File: config.mk
export PLATFORM = sky130hd
export DESIGN_NAME = uart_rx
export DESIGN_NICKNAME = d
export VERILOG_FILES = /design/src/rtl/uart_rx.sv
export SDC_FILE = /design/constraint.sdc
export NUM_CORES = 1
export LEC_CHECK = 0
export ABC_AREA = 1
export CAP_MARGIN = 10
export CELL_PAD_IN_SITES_DETAIL_PLACEMENT = 0
export CELL_PAD_IN_SITES_GLOBAL_PLACEMENT = 1
export CORE_UTILIZATION = 41
export DETAILED_ROUTE_END_ITERATION = 7
export GPL_TIMING_DRIVEN = 0
export MAX_ROUTING_LAYER = met4
export PLACE_DENSITY_LB_ADDON = 0.08
export SYNTH_ARGS = -nofsm -noshare
export SYNTH_HDL_FRONTEND = slang
export SYNTH_SLANG_ARGS = --single-unit
File: constraint.sdc
create_clock -name clk -period 1.9 [get_ports clk]
set_input_delay 0.38 -clock clk [delete_from_list [all_inputs] [get_ports clk]]
set_output_delay 0.38 -clock clk [all_outputs]
set_load 0.01 [all_outputs]
File: src/rtl/uart_rx.sv
// uart_rx: 8N1 UART receiver using a 16x oversampling strobe.
// Waits for a start edge, confirms it at the start-bit midpoint, samples each
// data bit at its midpoint (LSB first), and checks the stop bit at its midpoint.
// A good frame loads rx_data and pulses rx_done. A bad start or stop bit is dropped.
//
// Optional feature: define UART_RX_SYNC_EN to pass rx through a 2-flop
// synchroniser before the FSM. The synchroniser resets to idle-high.
//
// Ports:
//   clk      in   system clock, rising edge
//   rst_n    in   asynchronous active-low reset
//   s_tick   in   oversampling strobe, one clk wide, 16 per bit period
//   rx       in   serial line, idle high
//   rx_data  out  last good byte; changes only in the rx_done cycle
//   rx_done  out  one-clock pulse when a good byte is on rx_data
module uart_rx #(
  parameter int unsigned DBIT    = 8,
  parameter int unsigned SB_TICK = 16
) (
  input  logic            clk,
  input  logic            rst_n,
  input  logic            s_tick,
  input  logic            rx,
  output logic [DBIT-1:0] rx_data,
  output logic            rx_done
);

  localparam int unsigned NW = (DBIT > 1) ? $clog2(DBIT) : 1;
  localparam int unsigned SW = 4;

  typedef enum logic [1:0] {
    IDLE  = 2'd0,
    START = 2'd1,
    DATA  = 2'd2,
    STOP  = 2'd3
  } state_t;

  state_t          state;
  logic [SW-1:0]   s;
  logic [NW-1:0]   n;
  logic [DBIT-1:0] b;
  logic            rx_s;

`ifdef UART_RX_SYNC_EN
  logic [1:0] sync;

  // Two-flop synchroniser. It resets high so reset does not look like a start edge.
  always_ff @(posedge clk or negedge rst_n) begin
    if (!rst_n) begin
      sync <= 2'b11;
    end else begin
      sync <= {sync[0], rx};
    end
  end

  assign rx_s = sync[1];
`else
  assign rx_s = rx;
`endif

  // Receive FSM with its tick counter, bit counter and shift register.
  always_ff @(posedge clk or negedge rst_n) begin
    if (!rst_n) begin
      state   <= IDLE;
      s       <= '0;
      n       <= '0;
      b       <= '0;
      rx_data <= '0;
      rx_done <= 1'b0;
    end else begin
      rx_done <= 1'b0;
      case (state)
        // The start edge is caught on any clock, without waiting for a tick.
        IDLE: begin
          if (!rx_s) begin
            state <= START;
            s     <= '0;
          end
        end

        // Re-check the line at the start-bit midpoint to reject glitches.
        START: begin
          if (s_tick) begin
            if (s == SW'(7)) begin
              if (!rx_s) begin
                state <= DATA;
                s     <= '0;
                n     <= '0;
              end else begin
                state <= IDLE;
              end
            end else begin
              s <= s + SW'(1);
            end
          end
        end

        // Sample one bit period after the previous midpoint. Bits arrive LSB
        // first, so each new bit enters at the MSB.
        DATA: begin
          if (s_tick) begin
            if (s == SW'(15)) begin
              s <= '0;
              b <= {rx_s, b[DBIT-1:1]};
              if (n == NW'(DBIT - 1)) begin
                state <= STOP;
              end else begin
                n <= n + NW'(1);
              end
            end else begin
              s <= s + SW'(1);
            end
          end
        end

        // Leave at the stop-bit midpoint. This gives time to catch the next start edge.
        STOP: begin
          if (s_tick) begin
            if (s == SW'(SB_TICK - 1)) begin
              state <= IDLE;
              s     <= '0;
              if (rx_s) begin
                rx_data <= b;
                rx_done <= 1'b1;
              end
            end else begin
              s <= s + SW'(1);
            end
          end
        end

        default: state <= IDLE;
      endcase
    end
  end

endmodule

# Word-level counts from Yosys, hierarchy flattened
# Index checks and enable logic that the tools add are counted.
[word_totals]
reg_bits = 26
input_bits = 4
elab_cells = 60
[classes]
addsub = 2
n_eq_ne = 17
n_mux = 27
reduce_logical = 8
[ops]
columns = ["op", "count"]
rows = [
  ["$mux 4", 5],
  ["$ne 2x2->1 const B", 10],
  ["$mux 2", 9],
  ["$mux 3", 6],
  ["$pmux 4 s3", 1],
  ["$pmux 2 s4", 1],
  ["$reduce_and 8->1", 1],
  ["$reduce_and 7->1", 1],
  ["$pmux 3 s2", 1],
  ["$add 4x1->4 const B", 1],
  ["$eq 2x2->1 const B", 2],
  ["$eq 4x3->1 const B", 1],
  ["$eq 4x4->1 const B", 1],
  ["$mux 1", 4],
  ["$reduce_and 4->1", 1],
  ["$add 3x1->3 const B", 1],
  ["$eq 3x3->1 const B", 1],
  ["$reduce_and 3->1", 1],
  ["$eq 2x1->1 const B", 1],
  ["$logic_not 2->1", 1],
  ["$ne 2x1->1 const B", 1],
  ["$reduce_and 2->1", 1],
  ["$reduce_bool 2->1", 1],
  ["$reduce_or 2->1", 1],
]

# Longest topological paths before layout
# Gate-level depths: netlist (run 1).
[logic_depth]
ltp_word = 5
mapped_depth = 9

# Worst setup path after synthesis (run 1)
# Ideal clock, no wire load.
[synth_path]
kind = "flip-flop to flip-flop"
from = "register s[0]"
to = "register rx_data[1]"
setup_ns = 0.118
t_arrival_ns = 1.218
required_ns = 1.782
path_slack_ns = 0.564
stages_incl_launch_ff = 8
path_cell_list = "dfrtp_1 -> ha_1 -> nand3_1 -> inv_1 -> nand3_2 -> buf_6 -> nand2_1 -> o21ai_2"
[synth_between]
elab_chain_cells = 2
[synth_rtl]
columns = ["item", "line_no", "source"]
rows = [
  ["from (decl)", "39", "logic [SW-1:0] s;"],
  ["from (signal assigned)", "93", "s <= s + SW'(1);"],
  ["from (signal assigned)", "111", "s <= s + SW'(1);"],
  ["from (signal assigned)", "127", "s <= s + SW'(1);"],
  ["$eq 4x4->1", "119", "if (s == SW'(SB_TICK - 1)) begin"],
  ["$reduce_and 4->1 (no line)", "-", ""],
  ["to (signal assigned)", "68", "rx_data <= '0;"],
  ["to (signal assigned)", "123", "rx_data <= b;"],
  ["to (decl)", "24", "output logic [DBIT-1:0] rx_data,"],
]
# Every way passes these cells.
# A chain may end at the register's enable or synchronous reset.

# Worst setup path in the final report (run 1)
[layout_path]
from = "register rx_data[3]"
to = "output port rx_data[3]"
# No word-level cell between the ends.

==> results of run 1 <==
kinds of logic (layout without fill, tap and decap cells):
logic type	after synthesis	after routing	share of synthesized area, %
compound gates	21	21	12.47
simple gates	73	73	24.95
flops	26	26	51.48
xor+xnor	1	1	0.6932
fa+ha+maj	3	3	2.971
buf+inv	21	38	7.426
final cells by class:
| class | instances | area share [%] |
|---|---|---|
| plain buffers | 2 | 1.515 |
| clock inverters | 1 | 2.020 |
| clock buffers | 3 | 1.515 |
| repair buffers | 13 | 8.838 |
| flip-flops and latches | 26 | 43.77 |
| multi-input cells | 98 | 34.93 |
| inverters | 19 | 4.798 |
| well taps | 31 | 2.609 |
state kept, by name, summed over array words and instances (netlist names), named ones only:
| register | count |
|---|---|
| n | 3 |
| b | 8 |
| s | 4 |
| rx_done | 1 |
| rx_data | 8 |
| state | 1 |
cells in the mapped netlist, drive strengths merged:
cell type / instances
a21oi: 1
o21ai: 19
a211o: 1
nand2: 52
nor2: 9
dfrtp: 26
inv: 19
buf: 2
xor2: 1
ha: 3
nand3: 11
nand4: 1
per-stage QoR:
| step | hold WS [ns] | worst slack [ns] | instances | power [mW] | utilization (%) |
|---|---|---|---|---|---|
| 2_1_floorplan | 0.08441 | 0.5640 | 145 | 0.9602 | - |
| 3_3_place_gp | 0.4541 | 0.1140 | 188 | 1.041 | 50.29 |
| 3_5_place_dp | 0.4563 | 0.06381 | 188 | 1.050 | 50.29 |
| 4_1_cts | 0.4910 | 0.2637 | 192 | 1.438 | 52.15 |
| 5_1_grt | 0.5172 | 0.1471 | 193 | 1.526 | 52.54 |
| 6_report | 0.4756 | 0.2826 | 193 | 1.425 | 52.54 |
path summary, 6_finish.rpt:
check	startpoint	end	slack, ns	cells past startpoint
worst max-delay path	rx_data[3]	rx_data[3]	0.28	1
worst min-delay path	rst_n	s[3]	0.48	1
worst max register to register	s[0]	rx_data[2]	0.30	7
worst min register to register	b[0]	rx_data[0]	0.49	2
max in group asynchronous	rst_n	rx_data[1]	0.86	2
min in group clk	b[0]	rx_data[0]	0.49	2
per-layer routing:
| layer | vias up | GRT usage [%] | routed length, um |
|---|---|---|---|
| met2 | 11 | 24.75 | 985 |
| met1 | 435 | 22.27 | 1223 |
| met5 | - | - | 0 |
| met3 | 3 | 2.721 | 64 |
| met4 | 0 | 5.923 | 16 |
| li1 | 492 | - | - |
power by group:
part / switching, mW / internal, mW
sequential: 0.0728 / 0.605
clock: 0.169 / 0.213
combinational: 0.242 / 0.122
==> impl_results.md, run 1 <==
- Result of the run: finished, violations left
- Failing checks: DRC
- Wire length of the first global-routing pass: 4.015 mm
- Maximum VDD drop: 0.5688 mV
- Skew final: 0.005771 ns
- Clock-pin slew on the worst setup and hold paths: 0.14 ns
- Area Overhead vs Synth: 17.62%
- CORE AREA: 2829 um2
- CP cell instances: clkdlybuf4s50_1
- Cts hold-fix bufs: 0
- Count of unique library cells instantiated by Yosys: 18
- FILL cells: 290
- Setup repair after global routing missed its margin: no
- Leak: 0.7160 nW
- Count of synthesis-stage warnings from yosys: 0
- WP buf/inv: 1
- Final Cell Area: 1486 um2
- Hold Violations, Final: 0
- Total length of routed wires: 2.290 mm
- Remaining Overflow, GRT: 0
- CP required: 1.52 ns
- Die outline height: 57.52 um
- Number of top-level design ports: 13
- Type of origin of the critical path: register
- CP top delay family: buffers and inverters
- Post-Synthesis Net Count: 152
- Max Clk Rate: 0.6183 GHz
- 1st-pass router iterations: 6
- Drc violations: 2
- Largest stage delay, worst path: 0.54 ns
- Post-Synthesis Cells: 145
- Die area: 3308 um2
- HPWL reported at the end of detailed placement: 1.632 mm
- Max-slew violation total from the final report: 0
- FF+latch area: 650.6 um2
- Synth area leaders: dfrtp_1, nand2_1, o21ai_2
- Setup TNS after final layout: 0 ns
- Latest clock arrival within the worst-skew pair: 0.33 ns
- Most common cell after layout, fill and taps aside: nand2_1
- Routability congestion estimate from global placement: 0.8424
- Critical Setup Path Class: register to output port
- Cell area after placement: 1423 um2
- H-tree depth reported by CTS: 1
- Kind of end point of the critical path: output port
- Number of antenna violations at the first check in global routing: 0
- Effective utilization at floorplan: 44.67%
- Avg WL per Cell: 11.87 um
- Count of vias placed by the detailed router: 941
- Via count normalized by instance count: 4.876
- Root cell of the clock tree: clkbuf_4
- Mapped Avg Cell Area: 8.715 um2
- PostCTS Resize Cnt: 0
- Critical Path Slowest Stage Cell: clkdlybuf4s50_1
- Period Utilization, post-route: 85.13%
- Cell type with the highest aggregate area in the netlist: dfrtp_1
- Power per unit of standard cell area: 958.4 nW/um2
- Number of buffers on the longest clock path: 2
- Clock tree from TritonCTS: built
- Register area share after synthesis: 51.49%
- Final Net Count: 170
- Number of register bits inferred by synthesis: 26
- Syn Std Cell Area: 1264 um2
- Tightest Hold Check Type: input pin to asynchronous set/reset pin
- First DRT Iteration DRCs: 60
- Setup Buffers After CTS: 0
- Worst slew margin relative to its limit: 49.53%
- Total global routing track utilization: 16.41%
- Antenna diodes: 0
- Clock period minus worst slack: 1.617 ns
- Vias in the first global route: 900
- Number of standard-cell rows in the floorplan: 19
- Commonest cells after routing, fill and taps aside: nand2_1, dfrtp_1, inv_1
- Area of the multi-input gates: 519.2 um2
- Critical path arrival: 1.24 ns
- X dimension of the die: 57.52 um
- Number of sinks handled by clock tree synthesis: 26
- Actual transition at the worst max-transition pin: 0.7547 ns
- I/O Buffers: 12
- Top fanout value on the critical path: 2
- Number of antenna-violating nets in the routed design: 0
- Share of the synthesized area in the top cell type: 51.49%
- Share of post-route cells with drive strength above 1: 16.67%
- Count of max-cap constraint violations: 0
- TritonCTS buffer count: 3
- Pin count of the biggest net entering global routing: 27
- Final setup vio count: 0
Power figures use the tool's default switching activity.
==> inputs of run 2 (changes only) <==
Settings changed: CAP_MARGIN 10 to 40, GPL_TIMING_DRIVEN 0 to default.
==> run 2 against run 1 <==
The run still ends with DRC left. Via count shrank 2.7%. Clock skew shrank 0.0011 ns. Flip-flop and latch count is the same. Global-route usage shrank 0.66 points. Highest routed layer unchanged.
==> impl_results.md, run 2 (synthesis gave the netlist of run 1 again) <==
- Result of the run: finished, violations left
- Failing checks: DRC
- WP buf/inv: 1
- Number of antenna violations at the first check in global routing: 0
- Root cell of the clock tree: clkbuf_4
- Critical Path Slowest Stage Cell: dfrtp_1
- Worst slew margin relative to its limit: 74.85%
- R2R Setup Slk: 0.26 ns
- Number of antenna-violating nets in the routed design: 0
- Area of the multi-input gates: 519.2 um2
- Clock-pin slew on the worst setup and hold paths: 0.15 ns
- Avg WL per Cell: 11.39 um
- Hold slack final: 0.4115 ns
- 1st-pass router iterations: 6
- Count of vias placed by the detailed router: 916
- Largest stage delay, worst path: 0.42 ns
- Cts hold-fix bufs: 0
- Worst reg-to-reg path cell count: 6
- Met2 Track Usage GR: 22.09%
- Pin count of the biggest net entering global routing: 27
- Critical path arrival: 1.85 ns
- Remaining Overflow, GRT: 0
- Met1 global-route usage: 23.22%
- Critical Setup Path Class: register to register
- First DRT Iteration DRCs: 18
- Hold Violations, Final: 0
- Max-slew violation total from the final report: 0
- Wire length of the first global-routing pass: 3.905 mm
- Met3 track utilization from global routing: 2.268%
- Leak: 0.7077 nW
- CORE AREA: 2829 um2
- Total global routing track utilization: 15.75%
- Clock tree from TritonCTS: built
- Most common cell after layout, fill and taps aside: nand2_1
- Number of buffers on the longest clock path: 2
- H-tree depth reported by CTS: 1
- Maximum VDD drop: 0.4290 mV
- Busiest grt layer: met1
- Area Overhead vs Synth: 16.14%
- Largest registers in the final layout: b: 8 flops, rx_data: 8 flops, s: 4 flops
- TritonCTS buffer count: 3
- Setup TNS after final layout: 0 ns
- Tightest Hold Check Type: input pin to asynchronous set/reset pin
- Count of max-cap constraint violations: 0
- Number of top-level design ports: 13
- X dimension of the die: 57.52 um
- CP cell instances: ha_1 -> nand3_1 -> inv_1 -> nand3_2 -> nand2_1 -> o21ai_2
- FF+latch area: 650.6 um2
- Skew final: 0.004674 ns
- Effective utilization at floorplan: 44.67%
- HPWL reported at the end of detailed placement: 1.605 mm
- Die outline height: 57.52 um
- Commonest cells after routing, fill and taps aside: nand2_1, dfrtp_1, inv_1
- Final setup vio count: 0
- R2r endpoint: rx_data[1]
- CP top delay family: simple AND/OR/NAND/NOR gates
- Actual transition at the worst max-transition pin: 0.3769 ns
- Period Utilization, post-route: 86.08%
- Final Net Count: 169
- FILL cells: 257
- Antenna diodes: 0
- Kind of end point of the critical path: register
- I/O Buffers: 12
- Start of the worst register-to-register path: s[0]
- Setup Buffers After CTS: 0
- Share of post-route cells with drive strength above 1: 16.15%
- Type of origin of the critical path: register
- Clock period minus worst slack: 1.636 ns
- CP required: 2.12 ns
- Top fanout value on the critical path: 16
- Vias in the first global route: 877
- Max Clk Rate: 0.6114 GHz
- Total length of routed wires: 2.186 mm
- Latest clock arrival within the worst-skew pair: 0.32 ns
- Drc violations: 2
- Via count normalized by instance count: 4.771
- Number of sinks handled by clock tree synthesis: 26
- Power per unit of standard cell area: 975.9 nW/um2
- Die area: 3308 um2
- Number of standard-cell rows in the floorplan: 19
- PostCTS Resize Cnt: 0
- Routability congestion estimate from global placement: 0.8777
- Setup repair after global routing missed its margin: no
## run 2: cell types whose count changed in the layout (fill, tap and decap cells not counted), sizes merged
cell and delta:
buf -1
## run 2: power by group
| group | internal, mW | switching, mW |
|---|---|---|
| logic | 0.123 | 0.249 |
| registers | 0.605 | 0.0729 |
| clock network | 0.213 | 0.169 |
## run 2: metrics by stage
| step | utilization (%) | instances | power (mW) | worst slack (ns) | area, um2 |
|---|---|---|---|---|---|
| floorplan | - | 145 | 0.9602 | 0.5640 | 1264 |
| global placement | 50.02 | 188 | 1.053 | 0.1174 | 1415 |
| detailed placement | 50.02 | 188 | 1.059 | 0.07561 | 1415 |
| CTS | 51.88 | 192 | 1.446 | 0.2490 | 1468 |
| global route | 51.88 | 192 | 1.538 | 0.07186 | 1468 |
| finish | 51.88 | 192 | 1.432 | 0.2644 | 1468 |
## run 2: worst reg2reg max path: stages, from the launching register on
cell and delay, ns:
dfrtp_1 0.42, ha_1 0.24, nand3_1 0.16, inv_1 0.16, nand3_2 0.32, nand2_1 0.18, o21ai_2 0.06
## run 2: final cells by class
| type | count | share of cell area [%] |
|---|---|---|
| well taps | 31 | 2.643 |
| clock inverters | 1 | 2.046 |
| repair buffers | 14 | 9.207 |
| clock buffers | 3 | 1.535 |
| multi-input cells | 98 | 35.38 |
| flip-flops and latches | 26 | 44.33 |
| inverters | 19 | 4.859 |
## run 2: how the worst max path moves through the flow
| stage | start | endpoint | slack, ns | cells past startpoint |
|---|---|---|---|---|
| 2_1_floorplan | s[0] | rx_data[1] | 0.56 | 7 |
| 3_3_place_gp | rx | rx_data[6] | 0.12 | 6 |
| 3_5_place_dp | rx | rx_data[2] | 0.08 | 6 |
| 4_1_cts | s[0] | rx_data[2] | 0.25 | 6 |
| 5_1_grt | s[0] | rx_data[2] | 0.07 | 6 |
| 6_report | s[0] | rx_data[1] | 0.26 | 6 |
## run 2: metal layers
metal	wire [um]	vias to the layer above
met5	0	-
met4	17	0
li1	-	486
met2	957	13
met3	66	2
met1	1145	415
==> inputs of run 3 (changes only) <==
Settings changed: PLACE_DENSITY from default to 0.81, PLACE_DENSITY_LB_ADDON 0.08 to default.
==> run 3 against run 2 <==
The run still ends with DRC left. Worst hold slack worse by 0.0040 ns. Flip-flop and latch count is the same. Clock skew is 0.0018 ns higher. Cell count up 0.52%. Wire length decreased by 6.0%. Sequential power barely moved. Total power fell by 0.73%. Largest cell class unchanged.
==> impl_results.md, run 3 (synthesis gave the netlist of run 1 again) <==
- CP top delay family: buffers and inverters
- Drc violations: 1
- Share of total power consumed by net switching: 33.76%
- HPWL reported at the end of detailed placement: 1.510 mm
- Power per unit of standard cell area: 963.9 nW/um2
- Via count normalized by instance count: 4.896
- Most common cell after layout, fill and taps aside: nand2_1
- Setup TNS after final layout: 0 ns
- Pin count of the biggest net entering global routing: 27
- Reported net switching power: 0.4801 mW
- First DRT Iteration DRCs: 39
- Setup repair after global routing missed its margin: no
- Number of antenna-violating nets in the routed design: 0
- Actual transition at the worst max-transition pin: 0.3337 ns
- WP buf/inv: 1
- Commonest cells after routing, fill and taps aside: nand2_1, dfrtp_1, inv_1
- TritonCTS buffer count: 3
- Post-place setup slack: 0.2379 ns
- Final Net Count: 170
- Final setup vio count: 0
- Placed instance count: 189
- Number of standard-cell rows in the floorplan: 19
- Routability congestion estimate from global placement: 0.8815
- Remaining Overflow, GRT: 0
- Top fanout value on the critical path: 2
- Clock period minus worst slack: 1.622 ns
- Count of max-cap constraint violations: 0
- CP cell instances: clkdlybuf4s50_1
- Result of the run: finished, violations left
- Die area: 3308 um2
- Number of sinks handled by clock tree synthesis: 26
- Clock tree from TritonCTS: built
- CP required: 1.52 ns
- Total global routing track utilization: 15.01%
- Vias in the first global route: 875
- H-tree depth reported by CTS: 1
- Number of antenna violations at the first check in global routing: 0
- Total length of routed wires: 2.055 mm
- Total stage count of the critical path: 1
- Kind of end point of the critical path: output port
- Worst slew margin relative to its limit: 77.76%
- Maximum VDD drop: 0.5530 mV
- Skew final: 0.006443 ns
- Cts hold-fix bufs: 0
- Setup Buffers After CTS: 0
- Share of post-route cells with drive strength above 1: 16.67%
- Critical path arrival: 1.24 ns
- Die outline height: 57.52 um
- Max-slew violation total from the final report: 0
- Largest stage delay, worst path: 0.54 ns
- Tightest Hold Check Type: input pin to asynchronous set/reset pin
- Worst reg-to-reg path cell count: 8
- Antenna diodes: 0
- Post-route non-filler standard cell count: 193
- Period Utilization, post-route: 85.37%
- Number of buffers on the longest clock path: 2
- Seq pwr share: 47.6%
- Failing checks: DRC
- CORE AREA: 2829 um2
- Area Overhead vs Synth: 16.73%
- Max Clk Rate: 0.6165 GHz
- Avg WL per Cell: 10.65 um
- PostCTS Resize Cnt: 0
- 1st-pass router iterations: 6
- Latest clock arrival within the worst-skew pair: 0.32 ns
- Critical Path Slowest Stage Cell: clkdlybuf4s50_1
- Fraction of power consumed by combinational cells: 26.1%
- Leak: 0.7118 nW
- Number of top-level design ports: 13
- X dimension of the die: 57.52 um
- Effective utilization at floorplan: 44.67%
- Wire length of the first global-routing pass: 3.732 mm
- Clock-pin slew on the worst setup and hold paths: 0.14 ns
- Total internal power: 0.9418 mW
- Hold slack final: 0.4075 ns
- Hold Violations, Final: 0
- Type of origin of the critical path: register
- Root cell of the clock tree: clkbuf_4
- Setup slack after layout: 0.2779 ns
- I/O Buffers: 12
- Largest registers in the final layout: b: 8 flops, rx_data: 8 flops, s: 4 flops
- Clock power frac: 26.3%
- Count of vias placed by the detailed router: 945
- Critical Setup Path Class: register to output port
[run 3: routing by layer]
| layer | vias to the layer above | wire, um | GRT usage (%) | part of all wire [%] |
|---|---|---|---|---|
| met3 | 2 | 56 | 2.721 | 2.7 |
| met1 | 437 | 1048 | 21.22 | 51 |
| met5 | - | 0 | - | 0 |
| li1 | 492 | - | - | - |
| met2 | 14 | 931 | 21.59 | 45 |
| met4 | 0 | 19 | 5.226 | 0.92 |
[run 3: final timing paths]
kind                               to  slack [ns]       start
max                        rx_data[7]        0.28  rx_data[7]
min                        rx_data[1]        0.41       rst_n
max reg2reg                rx_data[0]        0.37        s[0]
min reg2reg                rx_data[0]        0.49        b[0]
max in group asynchronous        b[0]        1.24       rst_n
min in group clk           rx_data[0]        0.49        b[0]
[run 3: stage by stage]
step / area (um2) / power (mW) / utilization, %
3_3_place_gp: 1423 / 1.051 / 50.29
4_1_cts: 1475 / 1.440 / 52.15
5_1_grt: 1475 / 1.532 / 52.15
3_5_place_dp: 1423 / 1.055 / 50.29
2_1_floorplan: 1264 / 0.9602 / -
6_report: 1475 / 1.422 / 52.15
[run 3: area by class of cell]
type,instances,area [um2]
fillers,276,1354
repair buffers,15,142.6
inverters,19,71.32
flip-flops and latches,26,650.6
well taps,31,38.79
multi-input cells,98,519.2
clock buffers,3,22.52
clock inverters,1,30.03
[run 3: power groups by stage]
stage / Sequential [mW] / Combinational (mW) / Clock, mW
final: 0.676 / 0.371 / 0.374
after floorplan: 0.672 / 0.288 / 0
after detailed placement: 0.686 / 0.368 / 0
after CTS: 0.676 / 0.370 / 0.394
after global placement: 0.684 / 0.366 / 0
after global routing: 0.689 / 0.433 / 0.409
